## config.mk

```make
export PLATFORM = sky130hd
export DESIGN_NAME = sr_reg_bank
export DESIGN_NICKNAME = d
export VERILOG_FILES = /design/src/rtl/sr_bank_pkg.sv /design/src/rtl/sr_cell.sv /design/src/rtl/sr_reg_bank.sv
export SDC_FILE = /design/constraint.sdc
export NUM_CORES = 1
export LEC_CHECK = 0
export CORE_ASPECT_RATIO = 0.75
export CORE_MARGIN = 4
export CORE_UTILIZATION = 40
export CTS_CLUSTER_SIZE = 28
export DETAILED_ROUTE_END_ITERATION = 7
export DONT_BUFFER_PORTS = 1
export HOLD_SLACK_MARGIN = 0.1
export SLEW_MARGIN = 20
export SYNTH_ARGS = -nofsm -noshare
export SYNTH_HDL_FRONTEND = slang
export SYNTH_HIERARCHICAL = 1
export SYNTH_SLANG_ARGS = --single-unit
```

## constraint.sdc

```tcl
create_clock -name clk -period 2 [get_ports clk]
set_input_delay 0.2 -clock clk [delete_from_list [all_inputs] [get_ports clk]]
set_output_delay 0.2 -clock clk [all_outputs]
set_load 0.05 [all_outputs]
```

## src/rtl/sr_bank_pkg.sv

```systemverilog
// Shared encodings for the set/reset register bank.
// Modes select the cell behaviour; policies pick the SR S=R=1 action.
package sr_bank_pkg;

    typedef enum logic [1:0] {
        MODE_SR = 2'b00,
        MODE_JK = 2'b01,
        MODE_D  = 2'b10,
        MODE_T  = 2'b11
    } mode_e;

    localparam logic [1:0] POL_HOLD = 2'd0;
    localparam logic [1:0] POL_SET  = 2'd1;
    localparam logic [1:0] POL_RST  = 2'd2;
    localparam logic [1:0] POL_TGL  = 2'd3;

endpackage

```

## src/rtl/sr_cell.sv

```systemverilog
// One storage cell's next-state logic.
// Purely combinational; the bank owns the flop.
module sr_cell
    import sr_bank_pkg::*;
(
    input  logic       q,
    input  logic       s,
    input  logic       r,
    input  logic [1:0] mode,
    input  logic [1:0] policy,
    output logic       q_next,
    output logic       illegal
);

    always_comb begin
        q_next  = q;
        illegal = 1'b0;
        unique case (mode)
            MODE_SR: begin
                illegal = s & r;
                unique case ({s, r})
                    2'b10: q_next = 1'b1;
                    2'b01: q_next = 1'b0;
                    2'b11: begin
                        unique case (policy)
                            POL_SET: q_next = 1'b1;
                            POL_RST: q_next = 1'b0;
                            POL_TGL: q_next = ~q;
                            default: q_next = q;
                        endcase
                    end
                    default: q_next = q;
                endcase
            end
            MODE_JK: begin
                unique case ({s, r})
                    2'b10: q_next = 1'b1;
                    2'b01: q_next = 1'b0;
                    2'b11: q_next = ~q;
                    default: q_next = q;
                endcase
            end
            MODE_D: q_next = s;
            default: q_next = s ? ~q : q;
        endcase
    end

endmodule

```

## src/rtl/sr_reg_bank.sv

```systemverilog
// Bank of mode-selectable set/reset cells with sticky
// illegal-input flags and a saturating illegal-cycle counter.
module sr_reg_bank
    import sr_bank_pkg::*;
#(
    parameter int                WIDTH       = 8,
    parameter int                CNT_W       = 8,
    parameter int                SR11_POLICY = 0,
    parameter logic [WIDTH-1:0]  RESET_VAL   = '0
) (
    input  logic             clk,
    input  logic             reset,
    input  logic             en,
    input  logic [1:0]       mode,
    input  logic [WIDTH-1:0] S,
    input  logic [WIDTH-1:0] R,
    input  logic             clr_invalid,
    output logic [WIDTH-1:0] Q,
    output logic [WIDTH-1:0] Q_bar,
    output logic [WIDTH-1:0] invalid,
    output logic [CNT_W-1:0] invalid_cnt
);

    localparam logic [1:0]       POLICY  = 2'(SR11_POLICY);
    localparam logic [CNT_W-1:0] CNT_MAX = '1;

    logic [WIDTH-1:0] q_next;
    logic [WIDTH-1:0] cell_ill;
    logic [WIDTH-1:0] ill;
    logic             any_ill;

    for (genvar i = 0; i < WIDTH; i++) begin : g_cell
        sr_cell u_cell (
            .q       (Q[i]),
            .s       (S[i]),
            .r       (R[i]),
            .mode    (mode),
            .policy  (POLICY),
            .q_next  (q_next[i]),
            .illegal (cell_ill[i])
        );
    end

    // Illegal detection only counts on cycles that actually update.
    assign ill     = en ? cell_ill : '0;
    assign any_ill = |ill;
    assign Q_bar   = ~Q;

    always_ff @(posedge clk) begin
        if (reset) begin
            Q           <= RESET_VAL;
            invalid     <= '0;
            invalid_cnt <= '0;
        end else begin
            if (en) begin
                Q <= q_next;
            end
            if (any_ill) begin
                if (clr_invalid) begin
                    invalid     <= ill;
                    invalid_cnt <= CNT_W'(1);
                end else begin
                    invalid <= invalid | ill;
                    if (invalid_cnt != CNT_MAX) begin
                        invalid_cnt <= invalid_cnt + CNT_W'(1);
                    end
                end
            end else if (clr_invalid) begin
                invalid     <= '0;
                invalid_cnt <= '0;
            end
        end
    end

endmodule

```

# ---- After elaboration in Yosys (flattened, before gate mapping)
# Cells that the tools add are included.
dict set report word_totals {
  reg_bits 24
  inputBits 22
  output_inout_bits 32
  wordCells 140
}
dict set report op_classes {
  n_addsub 1
  n_eq_ne 43
  mux 47
  bitwise_logic 18
  n_reduce_logical 21
}
# cell n
set ops {}
lappend ops {{8-bit 2-to-1 mux} 7}
lappend ops {{1-bit case mux with 3 select lines} 16}
lappend ops {{2-bit equality test (second input constant)} 17}
lappend ops {{4-bit by 1-bit != test with 1-bit output (second input constant)} 8}
lappend ops {{4-bit AND reduction} 8}
lappend ops {{4-bit nonzero test} 8}
lappend ops {{3-bit by 1-bit != test with 1-bit output (second input constant)} 8}
lappend ops {{2-bit by 1-bit equality test with 1-bit output (second input constant)} 9}
lappend ops {{1-bit 2-to-1 mux} 16}
lappend ops {{1-bit case mux with 2 select lines} 8}
lappend ops {{8-bit by 1-bit adder with 8-bit output (second input constant)} 1}
lappend ops {{1-bit bitwise AND} 8}
lappend ops {{8-bit != test (second input constant)} 1}
lappend ops {{1-bit NOT} 8}
lappend ops {{8-bit NOT} 1}
lappend ops {{8-bit bitwise OR} 1}
lappend ops {{8-bit OR reduction} 1}
lappend ops {{2-bit nonzero test} 2}
lappend ops {{2-bit zero test} 1}
lappend ops {{2-bit AND reduction} 1}

# ---- Longest topological paths before layout
# Gate-level depths: netlist (run 1).
dict set report depth {
  ltp_word 6
  ltp_mapped 6
}

# ---- Modules after synthesis
# The synthesis (run 1) kept the hierarchy.
# module instances cells_per_inst area_each_um2 seq_area_each_um2
set modules_own_cells {}
lappend modules_own_cells {sr_reg_bank 1 115 1059.8 480.5}
lappend modules_own_cells {sr_cell 8 11 77.6 0.0}

# ---- Worst setup path before layout (run 1)
# No wires, ideal clock.
dict set report synth_path {
  kind {register to register}
  from {register invalid_cnt[0]}
  to {register invalid_cnt[3]}
  arrival_ns 1.840
  required_time_ns 1.930
  path_slack_ns 0.089
  stages_incl_launch_ff 7
  synth_period_minus_slack_ns 1.911
  cell_sequence {dfxtp_1 > ha_1 > and3_1 > and2_4 > buf_6 > or4_1 > a21oi_1}
}
dict set report synth_between {
  elab_chain_cells 4
}
# element line
set synth_lines {}
lappend synth_lines {{from (decl)} sr_reg_bank.sv:21} ;# output logic [CNT_W-1:0] invalid_cnt
lappend synth_lines {{from (signal assigned)} sr_reg_bank.sv:65} ;# invalid_cnt <= invalid_cnt + CNT_W'(1);
lappend synth_lines {{8-bit by 1-bit adder with 8-bit output} sr_reg_bank.sv:65}
lappend synth_lines {{8-bit 2-to-1 mux} sr_reg_bank.sv:64} ;# if (invalid_cnt != CNT_MAX) begin
lappend synth_lines {{8-bit 2-to-1 mux} sr_reg_bank.sv:59} ;# if (clr_invalid) begin
lappend synth_lines {{8-bit 2-to-1 mux} sr_reg_bank.sv:58} ;# if (any_ill) begin
# Several ways; a longest one is shown, not always the timed one. The select of a mux whose other input is x is not followed.
# A chain may end at the register's enable or synchronous reset.

# ---- Worst setup path in the final report (run 1)
# Same ends and word-level chain as after synthesis.

==> flow_metrics.env, run 1 <==
export IMPL_slew_violations=0
export IMPL_path_clk_slew_ps=80
export IMPL_ys_warn_count=6
export IMPL_drive_gt1_frac=0.192
export IMPL_crit_arrival_ps=1870
export IMPL_yosysTopAreaCell="dfxtp_1"
export IMPL_synth_edf_count=0
export IMPL_min_delay_path_depth=2
export IMPL_r2r_cells=5
export IMPL_grt_start_max_net_pins=33
export IMPL_powerDensity_nw_per_um2=568
export IMPL_synthTopCellsByArea="dfxtp_1, o311ai_2, nor2_1, mux2i_1, a21oi_2"
export IMPL_cts_sinks=24
export IMPL_synthDistinctLibCells=38
export IMPL_grt_pass1_wl_um=6920
export IMPL_post_route_min_period_ps=1670
export IMPL_avgSynthCellArea_um2=8.28
export IMPL_synth_commonest_cells="nor2_1, dfxtp_1, inv_1, nand2_1, o21ai_1"
export IMPL_fin_nets=259
export IMPL_wirelength_um=4090
export IMPL_crit_fanout=9
export IMPL_startpoint="invalid_cnt[0]$_SDFFE_PP0P_"
export IMPL_placementRows=20
export IMPL_cts_setup_buffers=0
export IMPL_drc=0
export IMPL_reg2reg_from="invalid_cnt[0]$_SDFFE_PP0P_"
export IMPL_vias=1528
export IMPL_drv_cap=0
export IMPL_slew_headroom=0.554
export IMPL_async_flop_share=0
export IMPL_io_pins=54
export IMPL_setup_viol=0
export IMPL_ys_seq_area_frac=0.286
export IMPL_netlist_area_leader_share=0.286
export IMPL_overflow=0
export IMPL_antenna_found_initial=0
export IMPL_synth_area_um2=1680
export IMPL_antenna_cells=0
export IMPL_fin_skew_ps=1.63
export IMPL_cts_tree="done"
export IMPL_cts_max_path_buffers=2
export IMPL_tns_ps=0
export IMPL_hold_path_class="in2reg"
export IMPL_leakagePower_uw=0.000765
export IMPL_cp_end_kind="register"
export IMPL_start_util=0.415
export IMPL_hold_viol=0
export IMPL_core_area_um2=4050
export IMPL_dieArea_um2=5310
export IMPL_yosys_register_bits=24
export IMPL_area_growth_syn_to_layout_pct=17.0
export IMPL_die_x_um=82.8
export IMPL_finalCoreUtilization=0.485
export IMPL_max_freq_mhz=600
export IMPL_status="complete, no violations"
export IMPL_htreeDepth=1
export IMPL_vias_per_cell=5.29
export IMPL_period_share=0.833
export IMPL_wl_per_cell_um=14.1
export IMPL_die_h_um=64.1
export IMPL_r2r_slack_ps=330
export IMPL_drt_initial_drc_count=74
export IMPL_cp_required_ps=2200
export IMPL_hpwlAfterDp_um=2990
export IMPL_r2r_end="invalid_cnt[3]$_SDFFE_PP0P_"
export IMPL_place_congestion=0.717
export IMPL_numCtsBuffers=3
export IMPL_grt_pass1_vias=1441
export IMPL_ys_flop_type="dfxtp_1"
export IMPL_clk_latency_ps=260
export IMPL_rsz0062_at_grt="false"
export IMPL_synth_most_common_cell="nor2_1"
export IMPL_ctsRootBufferMaster="clkbuf_8"
export IMPL_start_kind="register"
export IMPL_crit_type="reg2reg"
export IMPL_track_usage=0.157
export IMPL_portBuffers=0
export IMPL_vdd_drop_max_v=0.000337
export IMPL_netlist_instances=203
export IMPL_first_pass_iters=4
export IMPL_worst_pin_slew_ps=666
export IMPL_crit_end="invalid_cnt[3]$_SDFFE_PP0P_"
export IMPL_drtAntennaViolNets=0
## critical path: stages (launching register included)
cell and delay, ps:
dfxtp_1 350, ha_1 250, and3_1 220, and2_4 170
or4_1 460, a21oi_1 150
## cells by family after synthesis
kind of cell	Yosys count	share of synthesized area
other cells	1	0.00223
mux	8	0.0477
flops	24	0.286
compound gates	51	0.261
fa+ha+maj	1	0.00744
buf+inv	23	0.0566
simple gates	95	0.340
## metal layers
layer  global-route usage  vias to the layer above  part of all wire
met1                0.213                      690              0.50
li1                     -                      783                 -
met2                0.251                       51              0.44
met5                    0                        -                 0
met4               0.0367                        0            0.0095
met3               0.0387                        4             0.055
## repair_timing
item / CTS / global route
setup endpoints to repair: 0 / 0
hold endpoints to repair: 17 / 1
hold buffers: 2 / 1
gates resized for setup: 0 / 0
## report_power, final
part | switching, µW | internal [µW]
registers | 19.0 | 495
logic | 206 | 111
clock network | 151 | 135
total | 376 | 740
## how the worst min path moves through the flow
stage / slack, ps / startpoint / end
final: 110 / en / Q[2]$_SDFFE_PP0P_
after global routing: 100 / en / Q[6]$_SDFFE_PP0P_
after CTS: 100 / en / Q[6]$_SDFFE_PP0P_
after detailed placement: 280 / reset / invalid_cnt[0]$_SDFFE_PP0P_
after global placement: 270 / reset / invalid_cnt[0]$_SDFFE_PP0P_
after floorplan: 380 / clr_invalid / invalid_cnt[0]$_SDFFE_PP0P_
## layout make-up
| class | instances | area (µm²) |
|---|---|---|
| well taps | 55 | 68.8 |
| multi-input cells | 171 | 1160 |
| flip-flops and latches | 24 | 480 |
| fillers | 411 | 2090 |
| inverters | 17 | 63.8 |
| repair buffers | 19 | 150 |
| clock buffers | 3 | 41.3 |
## flip-flops by register name, indices dropped and copies added (netlist names)
| register | flops |
|---|---|
| Q | 8 |
| invalid | 8 |
| invalid_cnt | 8 |
## through the flow
step                cells  hold WS (ps)  total power (µW)  instance area [µm²]  worst slack, ps
finish                289           108              1120                 1970              333
global route          289           104              1180                 1970              210
CTS                   288           101              1130                 1960              333
detailed placement    283           275               828                 1890              237
global placement      283           274               825                 1890              268
floorplan             218           382               791                 1740             89.5
## placed cells by master, fill, tap and decap left out, types with 2 or more instances in the layout
| master | instances |
|---|---|
| o31ai_1 | 3 |
| or4_4 | 2 |
| a21oi_1 | 9 |
| clkbuf_8 | 3 |
| dfxtp_1 | 24 |
| and3b_1 | 8 |
| inv_1 | 16 |
| o21ai_1 | 10 |
| nand3b_1 | 8 |
| buf_4 | 16 |
| and4_4 | 2 |
| dlygate4sd3_1 | 3 |
| or2_1 | 9 |
| a22oi_1 | 8 |
| nand3_1 | 3 |
| or4_1 | 3 |
| nand2_1 | 11 |
| mux2i_1 | 8 |
| conb_1 | 16 |
| nor2_1 | 26 |
| o311ai_2 | 8 |
| nand2b_1 | 8 |
| a21oi_2 | 8 |
| nor3b_1 | 8 |
(Power assumes the default switching activity.)
==> run 2: changes to the inputs <==
clock period = 1.68 ns   (was 2 ns; I/O delays follow)
==> run 2 against run 1 <==
  * First-iteration DRC count up 5.4%
  * Cell area up 5.7%
  * Die area stayed put
  * Fmax increased by 3.9%
==> flow_metrics.env, run 2 (synthesis gave the netlist of run 1 again) <==
export IMPL_cpLargestDelayFamily="simple AND/OR/NAND/NOR gates"
export IMPL_wl_met1_um=2080
export IMPL_cp_required_ps=1880
export IMPL_dieArea_um2=5310
export IMPL_max_stage_delay_ps=480
export IMPL_leakagePower_uw=0.000826
export IMPL_wl_met2_um=1710
export IMPL_crit_chain="ha_4 -> and3_1 -> and2_4 -> or4_1 -> a21oi_1"
export IMPL_htreeDepth=1
export IMPL_vias=1549
export IMPL_cp_buffers_inverters=0
export IMPL_grt_pass1_wl_um=7080
export IMPL_placed_cells=293
export IMPL_hold_path_class="in2reg"
export IMPL_placementRows=20
export IMPL_ctsRootBufferMaster="clkbuf_8"
export IMPL_seq_area_um2=492
export IMPL_slew_violations=0
export IMPL_core_area_um2=4050
export IMPL_mostFrequentLayoutCells="nor2_1, buf_4, dfxtp_1"
export IMPL_area_growth_syn_to_layout_pct=23.7
export IMPL_crit_fanout=9
export IMPL_fin_cells=300
export IMPL_drv_cap=0
export IMPL_die_h_um=64.1
export IMPL_io_pins=54
export IMPL_grt_start_max_net_pins=33
export IMPL_path_clk_slew_ps=90
export IMPL_top_layer_used="met4"
export IMPL_fin_skew_ps=0.665
export IMPL_wirelength_um=4060
export IMPL_setup_viol=0
export IMPL_track_usage=0.158
export IMPL_crit_slowest_cell="or4_1"
export IMPL_slew_headroom=0.452
export IMPL_vdd_drop_max_v=0.000310
export IMPL_fin_ws_ps=76.2
export IMPL_powerDensity_nw_per_um2=671
export IMPL_tns_ps=0
export IMPL_vias_per_cell=5.16
export IMPL_drtAntennaViolNets=0
export IMPL_hpwlAfterDp_um=2950
export IMPL_grt_pass1_vias=1469
export IMPL_cts_sinks=24
export IMPL_cts_max_path_buffers=2
export IMPL_drt_initial_drc_count=78
export IMPL_crit_type="reg2reg"
export IMPL_cp_end_kind="register"
export IMPL_antenna_found_initial=0
export IMPL_largestRegisters="Q x8, invalid x8, invalid_cnt x8"
export IMPL_die_x_um=82.8
export IMPL_drc=0
export IMPL_placement_cell_area_um2=1990
export IMPL_period_share=0.955
export IMPL_max_freq_mhz=624
export IMPL_dp_slack_ps=-2.41
export IMPL_first_pass_iters=4
export IMPL_wl_per_cell_um=13.5
export IMPL_wl_met3_um=242
export IMPL_start_kind="register"
export IMPL_worst_pin_slew_ps=819
export IMPL_numCtsBuffers=3
export IMPL_start_util=0.415
export IMPL_status="complete, no violations"
export IMPL_drive_gt1_frac=0.253
export IMPL_whs_ps=168
export IMPL_crit_arrival_ps=1810
export IMPL_clk_latency_ps=260
export IMPL_post_route_min_period_ps=1600
export IMPL_fin_nets=269
export IMPL_place_congestion=0.752
export IMPL_antenna_cells=0
export IMPL_portBuffers=0
export IMPL_rsz0062_at_grt="false"
export IMPL_multi_input_area_um2=1170
export IMPL_fin_area_um2=2080
export IMPL_hold_viol=0
export IMPL_overflow=0
export IMPL_fillCellCount=407
export IMPL_cts_tree="done"
==> run 2: cell count changes in the layout (fill, tap and decap cells not counted), sizes merged <==
cell	previous run	this run
buf	16	26
clkbuf	3	4
==> run 2: final timing paths <==
| kind | from | to | slack, ps | cells past startpoint |
|---|---|---|---|---|
| setup / recovery | invalid_cnt[0]$_SDFFE_PP0P_ | invalid_cnt[5]$_SDFFE_PP0P_ | 80 | 5 |
| hold / removal | reset | invalid_cnt[6]$_SDFFE_PP0P_ | 170 | 2 |
| setup reg to reg | invalid_cnt[0]$_SDFFE_PP0P_ | invalid_cnt[5]$_SDFFE_PP0P_ | 80 | 5 |
| hold reg to reg | invalid[3]$_SDFFE_PP0P_ | invalid[3]$_SDFFE_PP0P_ | 520 | 2 |
==> run 2: repair_timing <==
item | CTS | global route
hold endpoints to repair | 17 | 0
gates resized for setup | 0 | 0
hold buffers | 3 | 0
buffers inserted | 0 | 0
setup endpoints to repair | 0 | 0
==> run 2: worst reg2reg max path: stages (launching register included) <==
cell     delay (ps)
dfxtp_4         380
ha_4            170
and3_1          200
and2_4          170
or4_1           480
a21oi_1         140
==> run 2: final cells by class <==
cell class | instances | share of cell area
Sequential cell | 24 | 0.237
Multi-Input combinational cell | 171 | 0.565
Timing Repair Buffer | 29 | 0.108
Tap cell | 55 | 0.0331
Clock buffer | 4 | 0.0265
Inverter | 17 | 0.0307
==> run 2: where the power goes <==
group	switching (µW)	total, µW	internal, µW
combinational	253	392	139
sequential	18.5	606	587
clock	188	397	209
==> run 2: metrics by stage <==
step	util	total power [µW]
final	0.513	1400
after global routing	0.513	1470
after CTS	0.513	1410
after detailed placement	0.492	993
after global placement	0.492	989
after floorplan	-	941
==> run 2: metal layers <==
layer | vias up | track usage
li1 | 801 | -
met1 | 706 | 0.215
met2 | 40 | 0.252
met3 | 2 | 0.0464
met4 | 0 | 0.0306
met5 | - | 0
==> run 3: changes to the inputs <==
CAP_MARGIN = 10   (was unset)
DONT_BUFFER_PORTS = unset   (was 1)
PLACE_DENSITY = 0.71   (was unset)
==> run 3 against run 2 <==
  * Sequential share of layout area is 5.9 points lower
  * Critical endpoint is now invalid_cnt[6]$_SDFFE_PP0P_
  * Cell count grew 22%
  * Clock-buffer cell count down 1
  * Clock power decreased by 16%
  * Flip-flop and latch count unchanged
  * Non-clock buffer count up 66
  * Combinational power rose by 48%
  * Worst hold slack better by 220 ps
  * Fmax down 2.7%
  * Total power grew 9.7%
  * Global-route usage rose by 3.1 points
  * First-iteration DRC count increased by 71%
  * Highest routed layer unchanged
==> flow_metrics.env, run 3 (synthesis gave the netlist of run 1 again) <==
export IMPL_track_usage=0.189
export IMPL_vias_per_cell=4.97
export IMPL_crit_end="invalid_cnt[6]$_SDFFE_PP0P_"
export IMPL_post_route_min_period_ps=1650
export IMPL_hpwlAfterDp_um=3360
export IMPL_ctsRootBufferMaster="clkbuf_8"
export IMPL_start_kind="input port"
export IMPL_cts_hold_buf=0
export IMPL_slew_headroom=0.665
export IMPL_cts_max_path_buffers=2
export IMPL_crit_type="in2reg"
export IMPL_antenna_cells=0
export IMPL_htreeDepth=1
export IMPL_wirelength_um=5010
export IMPL_drt_initial_drc_count=133
export IMPL_r2r_slack_ps=90
export IMPL_period_share=0.981
export IMPL_mostFrequentLayoutCells="buf_4, nor2_1, dfxtp_1"
export IMPL_startpoint="mode[0]"
export IMPL_r2r_cells=5
export IMPL_crit_arrival_ps=1820
export IMPL_placed_cells=341
export IMPL_rsz0062_at_grt="true"
export IMPL_vdd_drop_max_v=0.000369
export IMPL_wl_per_cell_um=13.7
export IMPL_io_pins=54
export IMPL_grt_pass1_vias=1671
export IMPL_hold_viol=0
export IMPL_drive_gt1_frac=0.370
export IMPL_first_pass_iters=4
export IMPL_die_x_um=82.8
export IMPL_reg2reg_from="invalid_cnt[0]$_SDFFE_PP0P_"
export IMPL_slew_violations=0
export IMPL_leakagePower_uw=0.00123
export IMPL_grt_start_max_net_pins=18
export IMPL_cp_required_ps=1850
export IMPL_worst_pin_slew_ps=500
export IMPL_cts_sinks=24
export IMPL_drtAntennaViolNets=0
export IMPL_area_growth_syn_to_layout_pct=64.7
export IMPL_portBuffers=53
export IMPL_vias=1818
export IMPL_path_clk_slew_ps=80
export IMPL_core_area_um2=4050
export IMPL_start_util=0.415
export IMPL_die_h_um=64.1
export IMPL_crit_fanout=6
export IMPL_whs_ps=388
export IMPL_fillCellCount=358
export IMPL_cts_tree="done"
export IMPL_fin_nets=336
export IMPL_cp_end_kind="register"
export IMPL_tns_ps=0
export IMPL_seq_area_um2=492
export IMPL_multi_input_area_um2=1280
export IMPL_antenna_found_initial=0
export IMPL_overflow=0
export IMPL_drv_cap=0
export IMPL_dieArea_um2=5310
export IMPL_r2r_end="invalid_cnt[3]$_SDFFE_PP0P_"
export IMPL_final_common_cell="buf_4"
export IMPL_drc=0
export IMPL_hold_path_class="in2reg"
export IMPL_max_freq_mhz=607
export IMPL_setup_viol=0
export IMPL_dp_slack_ps=-611
export IMPL_placementRows=20
export IMPL_numCtsBuffers=3
export IMPL_finalCoreUtilization=0.683
export IMPL_fin_skew_ps=8.53
export IMPL_place_congestion=0.807
export IMPL_largestRegisters="Q x8, invalid x8, invalid_cnt x8"
export IMPL_powerDensity_nw_per_um2=553
export IMPL_clk_latency_ps=260
export IMPL_grt_pass1_wl_um=8380
export IMPL_fin_ws_ps=31.2
export IMPL_status="complete, no violations"
export IMPL_fin_cells=366
## run 3: worst min-delay path by stage
| stage | slack [ps] | endpoint | cells past startpoint | startpoint |
|---|---|---|---|---|
| 3_5_place_dp | 490 | invalid_cnt[6]$_SDFFE_PP0P_ | 1 | invalid_cnt[6]$_SDFFE_PP0P_ |
| 6_report | 390 | Q[3]$_SDFFE_PP0P_ | 5 | S[3] |
| 2_1_floorplan | 350 | invalid_cnt[0]$_SDFFE_PP0P_ | 2 | clr_invalid |
| 4_1_cts | 500 | Q[7]$_SDFFE_PP0P_ | 5 | S[7] |
| 3_3_place_gp | 470 | invalid_cnt[6]$_SDFFE_PP0P_ | 1 | invalid_cnt[6]$_SDFFE_PP0P_ |
| 5_1_grt | 430 | Q[3]$_SDFFE_PP0P_ | 5 | S[3] |
## run 3: cell type report
class	count	area share
flip-flops and latches	24	0.178
well taps	55	0.0249
repair buffers	95	0.298
clock buffers	3	0.0149
multi-input cells	172	0.462
inverters	17	0.0231
## run 3: what timing repair did
action / in CTS / in global routing
pin swaps: 10 / 4
endpoints found under the hold margin: 0 / 0
cloned: 3 / 0
buffers inserted: 18 / 2
resized for setup: 30 / 12
endpoints found under the setup margin: 8 / 9
## run 3: metal layers
| layer | vias up | GRT usage | part of all wire |
|---|---|---|---|
| met2 | 51 | 0.312 | 0.46 |
| met3 | 2 | 0.0309 | 0.050 |
| met1 | 829 | 0.265 | 0.48 |
| met4 | 0 | 0.0306 | 0.0054 |
| li1 | 936 | - | - |
| met5 | - | 0 | 0 |
## run 3: worst max-delay path, stage by stage
cell,delay [ps]
buf_4,90
buf_2,180
nand2b_4,170
nor3b_4,50
or4_4,580
o21ai_4,230
nor4_1,100
a211oi_2,240
## run 3: stage by stage
stage          total power, µW  instance area [µm²]
6_report                  1530                 2770
5_1_grt                   1620                 2770
4_1_cts                   1520                 2720
3_5_place_dp              1140                 2440
3_3_place_gp              1140                 2440
2_1_floorplan              941                 1760
## run 3: power breakdown
group	total [µW]	internal (µW)	leakage (µW)	switching (µW)
sequential	618	587	0.000198	30.3
combinational	581	261	0.00101	320
clock	333	160	0.0000216	173
==> RTL change 1: new RTL, flow settings as in run 3 <==
Put one more register stage on the output `invalid_cnt`, cleared by the reset. The value now appears one clock later. The other outputs are not delayed to match.
--- a/src/rtl/sr_reg_bank.sv
+++ b/src/rtl/sr_reg_bank.sv
@@ -25,2 +25,4 @@
     localparam logic [CNT_W-1:0] CNT_MAX = '1;
+
+    logic [CNT_W-1:0] invalid_cnt_s0;
 
@@ -52,3 +54,3 @@
             invalid     <= '0;
-            invalid_cnt <= '0;
+            invalid_cnt_s0 <= '0;
         end else begin
@@ -60,7 +62,7 @@
                     invalid     <= ill;
-                    invalid_cnt <= CNT_W'(1);
+                    invalid_cnt_s0 <= CNT_W'(1);
                 end else begin
                     invalid <= invalid | ill;
-                    if (invalid_cnt != CNT_MAX) begin
-                        invalid_cnt <= invalid_cnt + CNT_W'(1);
+                    if (invalid_cnt_s0 != CNT_MAX) begin
+                        invalid_cnt_s0 <= invalid_cnt_s0 + CNT_W'(1);
                     end
@@ -69,4 +71,12 @@
                 invalid     <= '0;
-                invalid_cnt <= '0;
+                invalid_cnt_s0 <= '0;
             end
+        end
+    end
+
+    always_ff @(posedge clk) begin
+        if (reset) begin
+            invalid_cnt <= '0;
+        end else begin
+            invalid_cnt <= invalid_cnt_s0;
         end
Behaviour: not the same (a bounded check fails within 4 cycles, from zero or initial values and one cycle with reset high).
==> RTL change 1 against run 3 <==
- final area grew 12%
- non-clock buffer count grew 11
- final cell count grew 9.6%
- first-iteration DRC count shrank 32%
- sequential cell count grew 8
- synthesized area grew 12%
- clock skew shrank 0.0063 ns
- die area grew 11%
- routed wire length grew 6.3%
- power grew 39%
- clock power grew 120%
- setup slack gained 0.036 ns
- global-route usage shrank 0.34 points
- highest routed layer unchanged
==> RTL change 1: results (changes against run 3) <==
[timing] transition time of the tightest slew-check pin 0.519 ns [+0.0191 ns]
[place] dpl hpwl 3690 um [+9.8%]
[detailed_routing] number of violations reported at the end of detailed-routing iteration 0 91 [-32%]
[detailed_routing] total length of routed wires 5330 um [+6.3%]
[critical_path] cell at the slowest stage of the critical path sky130_fd_sc_hd__clkdlybuf4s50_1
[synth] sequential area share after synthesis 34.0% [+5.4 points]
[critical_path] peak per-stage delay on the critical path 0.81 ns [+0.23 ns]
[power_and_ir_drop] power density over cell area 686 nW/um^2 [+24%]
[critical_path] startpoint of the most critical register-to-register path invalid_cnt_s0[0]$_SDFFE_PP0P_
[critical_path] CP Data Required Time 1.51 ns [-0.34 ns]
[layout] non-filler cells in the finished layout 401 [+9.6%]
[critical_path] kind of cell adding the most delay to the critical path buffers and inverters
[synth] cell count after synthesis 221 [+8.9%]
[layout] Inverters excl. clock 18 [+1]
[layout] multi-input combinational cell count 180 [+4.7%]
[synth] most instantiated cells after synthesis 32 x sky130_fd_sc_hd__dfxtp_1, 26 x sky130_fd_sc_hd__nor2_1, 17 x sky130_fd_sc_hd__inv_1
[clock_tree] number of levels in the clock H-tree 2 [+1]
[layout] layout net count 366 [+8.9%]
[run_status] result of the run complete, no violations
[layout] clkbuf count 6 [+3]
[layout] Buffers excl. clock 106 [+12%]
[power_and_ir_drop] power in the clock group 725 uW [+120%]
[layout] fraction of standard cell area in multi-input logic 42.4% [-3.7 points]
[clock_tree] number of instances resized during post-cts repair 28 [-6.7%]
[critical_path] crit path launch invalid[2]$_SDFFE_PP0P_
[worst_hold_path] origin of the worst min-delay path S[1]
[place] cell area after placement 2720 um^2 [+11%]
[clock_tree] total clock buffers created by CTS 5 [+2]
[power_and_ir_drop] total net switching power 637 uW [+22%]
[place] weighted congestion at the end of routability-driven global placement 0.834 [+3.3%]
[layout] fraction of area in clock buffers and inverters 3.48% [+2.0 points]
[critical_path] critical path peak fanout 2 [-4]
[grt] largest net degree at the start of global routing 19 [+1]
[die] Site Rows 21 [+5.0%]
[synth] Unique masters post-synth 43 [+13%]
[layout] Data buffer area share 28.9% [-0.89 points]
RTL change 1: cell types whose count changed after synthesis, moves of 2 or more:
cell                             run 3  this run
sky130_fd_sc_hd__dfxtp_1            24        32
sky130_fd_sc_hd__nor3_1              0         3
sky130_fd_sc_hd__mux2i_1             8        10
sky130_fd_sc_hd__o31ai_1             3         1
sky130_fd_sc_hd__nand2_1            11        13
sky130_fd_sc_hd__nor2b_1             0         7
sky130_fd_sc_hd__or3_1               0         2
sky130_fd_sc_hd__or4_1               3         1
sky130_fd_sc_hd__a21oi_1             9         6
RTL change 1: cell families after synthesis:
group / share of synthesized area [%]
other: 0.199
buffers and inverters: 5.25
adders and majority gates: 0.664
AOI/OAI and AO/OA: 21.2
and+or+nand+nor: 33.4
muxes: 5.32
DFF: 34.0
RTL change 1: metal layers:
| layer | GRT usage, % | share of wire (%) |
|---|---|---|
| met4 | 4.60 | 0.39 |
| met3 | 3.90 | 5.6 |
| met5 | 0 | 0 |
| met2 | 32.7 | 47 |
| met1 | 23.4 | 47 |
==> RTL change 2: new RTL, flow settings as in run 3 <==
Without the edit above. Change the parameter `CNT_W` from 8 to 12.
--- a/src/rtl/sr_reg_bank.sv
+++ b/src/rtl/sr_reg_bank.sv
@@ -6,3 +6,3 @@
     parameter int                WIDTH       = 8,
-    parameter int                CNT_W       = 8,
+    parameter int                CNT_W       = 12,
     parameter int                SR11_POLICY = 0,
Ports: changed (resized invalid_cnt); port bits go from 54 to 58. No check against the original RTL was run, so the function may have changed too.
==> RTL change 2 against run 3 <==
- sequential share of layout area grew 1.7 points
- non-clock buffer count shrank 2
- final area increased by 7.7%
- routed wire length grew 12%
- die area is 12% higher
- synthesized area grew 14%
- hold slack got worse by 0.039 ns
- final cell count increased by 6.8%
- critical endpoint is now invalid[3]
- power is 12% higher
- clock power increased by 26%
- largest power group unchanged
- via count rose by 13%
- setup slack worse by 0.018 ns
- sequential cell count up 4
==> RTL change 2: results (changes against run 3) <==
[layout] area occupied by multi-input gates 1420 um^2 [+11%]
[timing] worst hold margin 0.348 ns [-0.0393 ns]
[critical_path] critical path data arrival time 1.50 ns [-0.32 ns]
[clock_tree] latest clock arrival within the worst-skew pair 0.28 ns [+0.02 ns]
[grt] vias in the first global route 1924 [+15%]
[power_and_ir_drop] standby leakage power 1.23 nW [+0.22%]
[detailed_routing] length of routed met2 wiring 2850 um [+23%]
[layout] FF/Latch Area 579 um^2 [+18%]
[synth] fraction of synthesized cell area taken by the top area cell type 29.4% [+0.77 points]
[layout] share of cells above drive strength 1 36.5% [-0.45 points]
[critical_path] crit path launch invalid[3]$_SDFFE_PP0P_
[synth] post-synthesis compound-gate area fraction 25.4% [-0.70 points]
[layout] number of inserted filler cells in the final layout 383 [+7.0%]
[clock_tree] Reg clk slew, reported paths 0.10 ns [+0.02 ns]
[timing] minimum period implied by the final worst setup slack 1.67 ns [+0.0177 ns]
[synth] sequential area share after synthesis 29.4% [+0.77 points]
[layout] share of cell area taken by flip-flops and latches 19.4% [+1.7 points]
[detailed_routing] number of violations reported at the end of detailed-routing iteration 0 108 [-19%]
[timing] transition time of the tightest slew-check pin 0.498 ns [-0.00257 ns]
[synth] most instantiated cells after synthesis 28 x sky130_fd_sc_hd__dfxtp_1, 26 x sky130_fd_sc_hd__nor2_1, 17 x sky130_fd_sc_hd__inv_1
[synth] multiplexer share of the synthesized area 4.19% [-0.57 points]
[power_and_ir_drop] sequential group share of total power 41.5% [+1.2 points]
[critical_path] Worst Setup EP invalid[3]
[grt] global routing usage on met3 2.41% [-0.69 points]
[worst_hold_path] origin of the worst min-delay path S[7]
[place] weighted congestion at the end of routability-driven global placement 0.807 [about the same]
[run_status] result of the run complete, no violations
[critical_path] reg-to-reg setup timing slack 0.11 ns [+0.02 ns]
[detailed_routing] total length of routed wires 5640 um [+12%]
[critical_path] peak per-stage delay on the critical path 0.82 ns [+0.24 ns]
[power_and_ir_drop] share of power burned in combinational logic 34.1% [-3.8 points]
[layout] multi-input combinational cell count 191 [+11%]
[critical_path] worst-case reg-to-reg path depth 4 [-1]
[layout] clkbuf count 4 [+1]
[synth] Unique masters post-synth 40 [+5.3%]
[layout] Buffers excl. clock 93 [-2.1%]
[synth] share of synthesized cell area in full adder, half adder and majority cells 0.655% [-0.089 points]
[detailed_routing] via density per instance 5.24 [+5.4%]
[layout] largest registers in the final layout invalid_cnt x12, Q x8, invalid x8
[grt] met2 Track Usage GR 34.3% [+3.1 points]
[detailed_routing] wire length on met3 201 um [-20%]
[grt] overall track demand over capacity in global routing 18.9% [about the same]
[worst_hold_path] endpoint with the worst hold slack Q[7]$_SDFFE_PP0P_
[grt] wire length of the first global-routing pass 9070 um [+8.1%]
-- RTL change 2: per-stage QoR --
step	utilization [%]	std cells	TNS [ns]
finish	65.6	391	0
global route	65.6	391	-0.0655
CTS	63.7	388	0
detailed placement	58.7	371	-8.44
global placement	58.7	371	-8.16
floorplan	-	247	0
-- RTL change 2: what timing repair did --
item / 4_1_cts / 5_1_grt
gates cloned: 2 / 0
endpoints found under the setup margin: 12 / 9
gates resized for setup: 39 / 26
hold buffers: 0 / 0
pin swaps: 5 / 8
setup buffers: 11 / 3
endpoints found under the hold margin: 0 / 0
-- RTL change 2: worst register-to-register path, stage by stage, from the launching register on --
cell and delay [ns]:
sky130_fd_sc_hd__dfxtp_2 0.39, sky130_fd_sc_hd__and4_2 0.36, sky130_fd_sc_hd__nand4_1 0.14, sky130_fd_sc_hd__or4_1 0.48
sky130_fd_sc_hd__a21oi_1 0.13
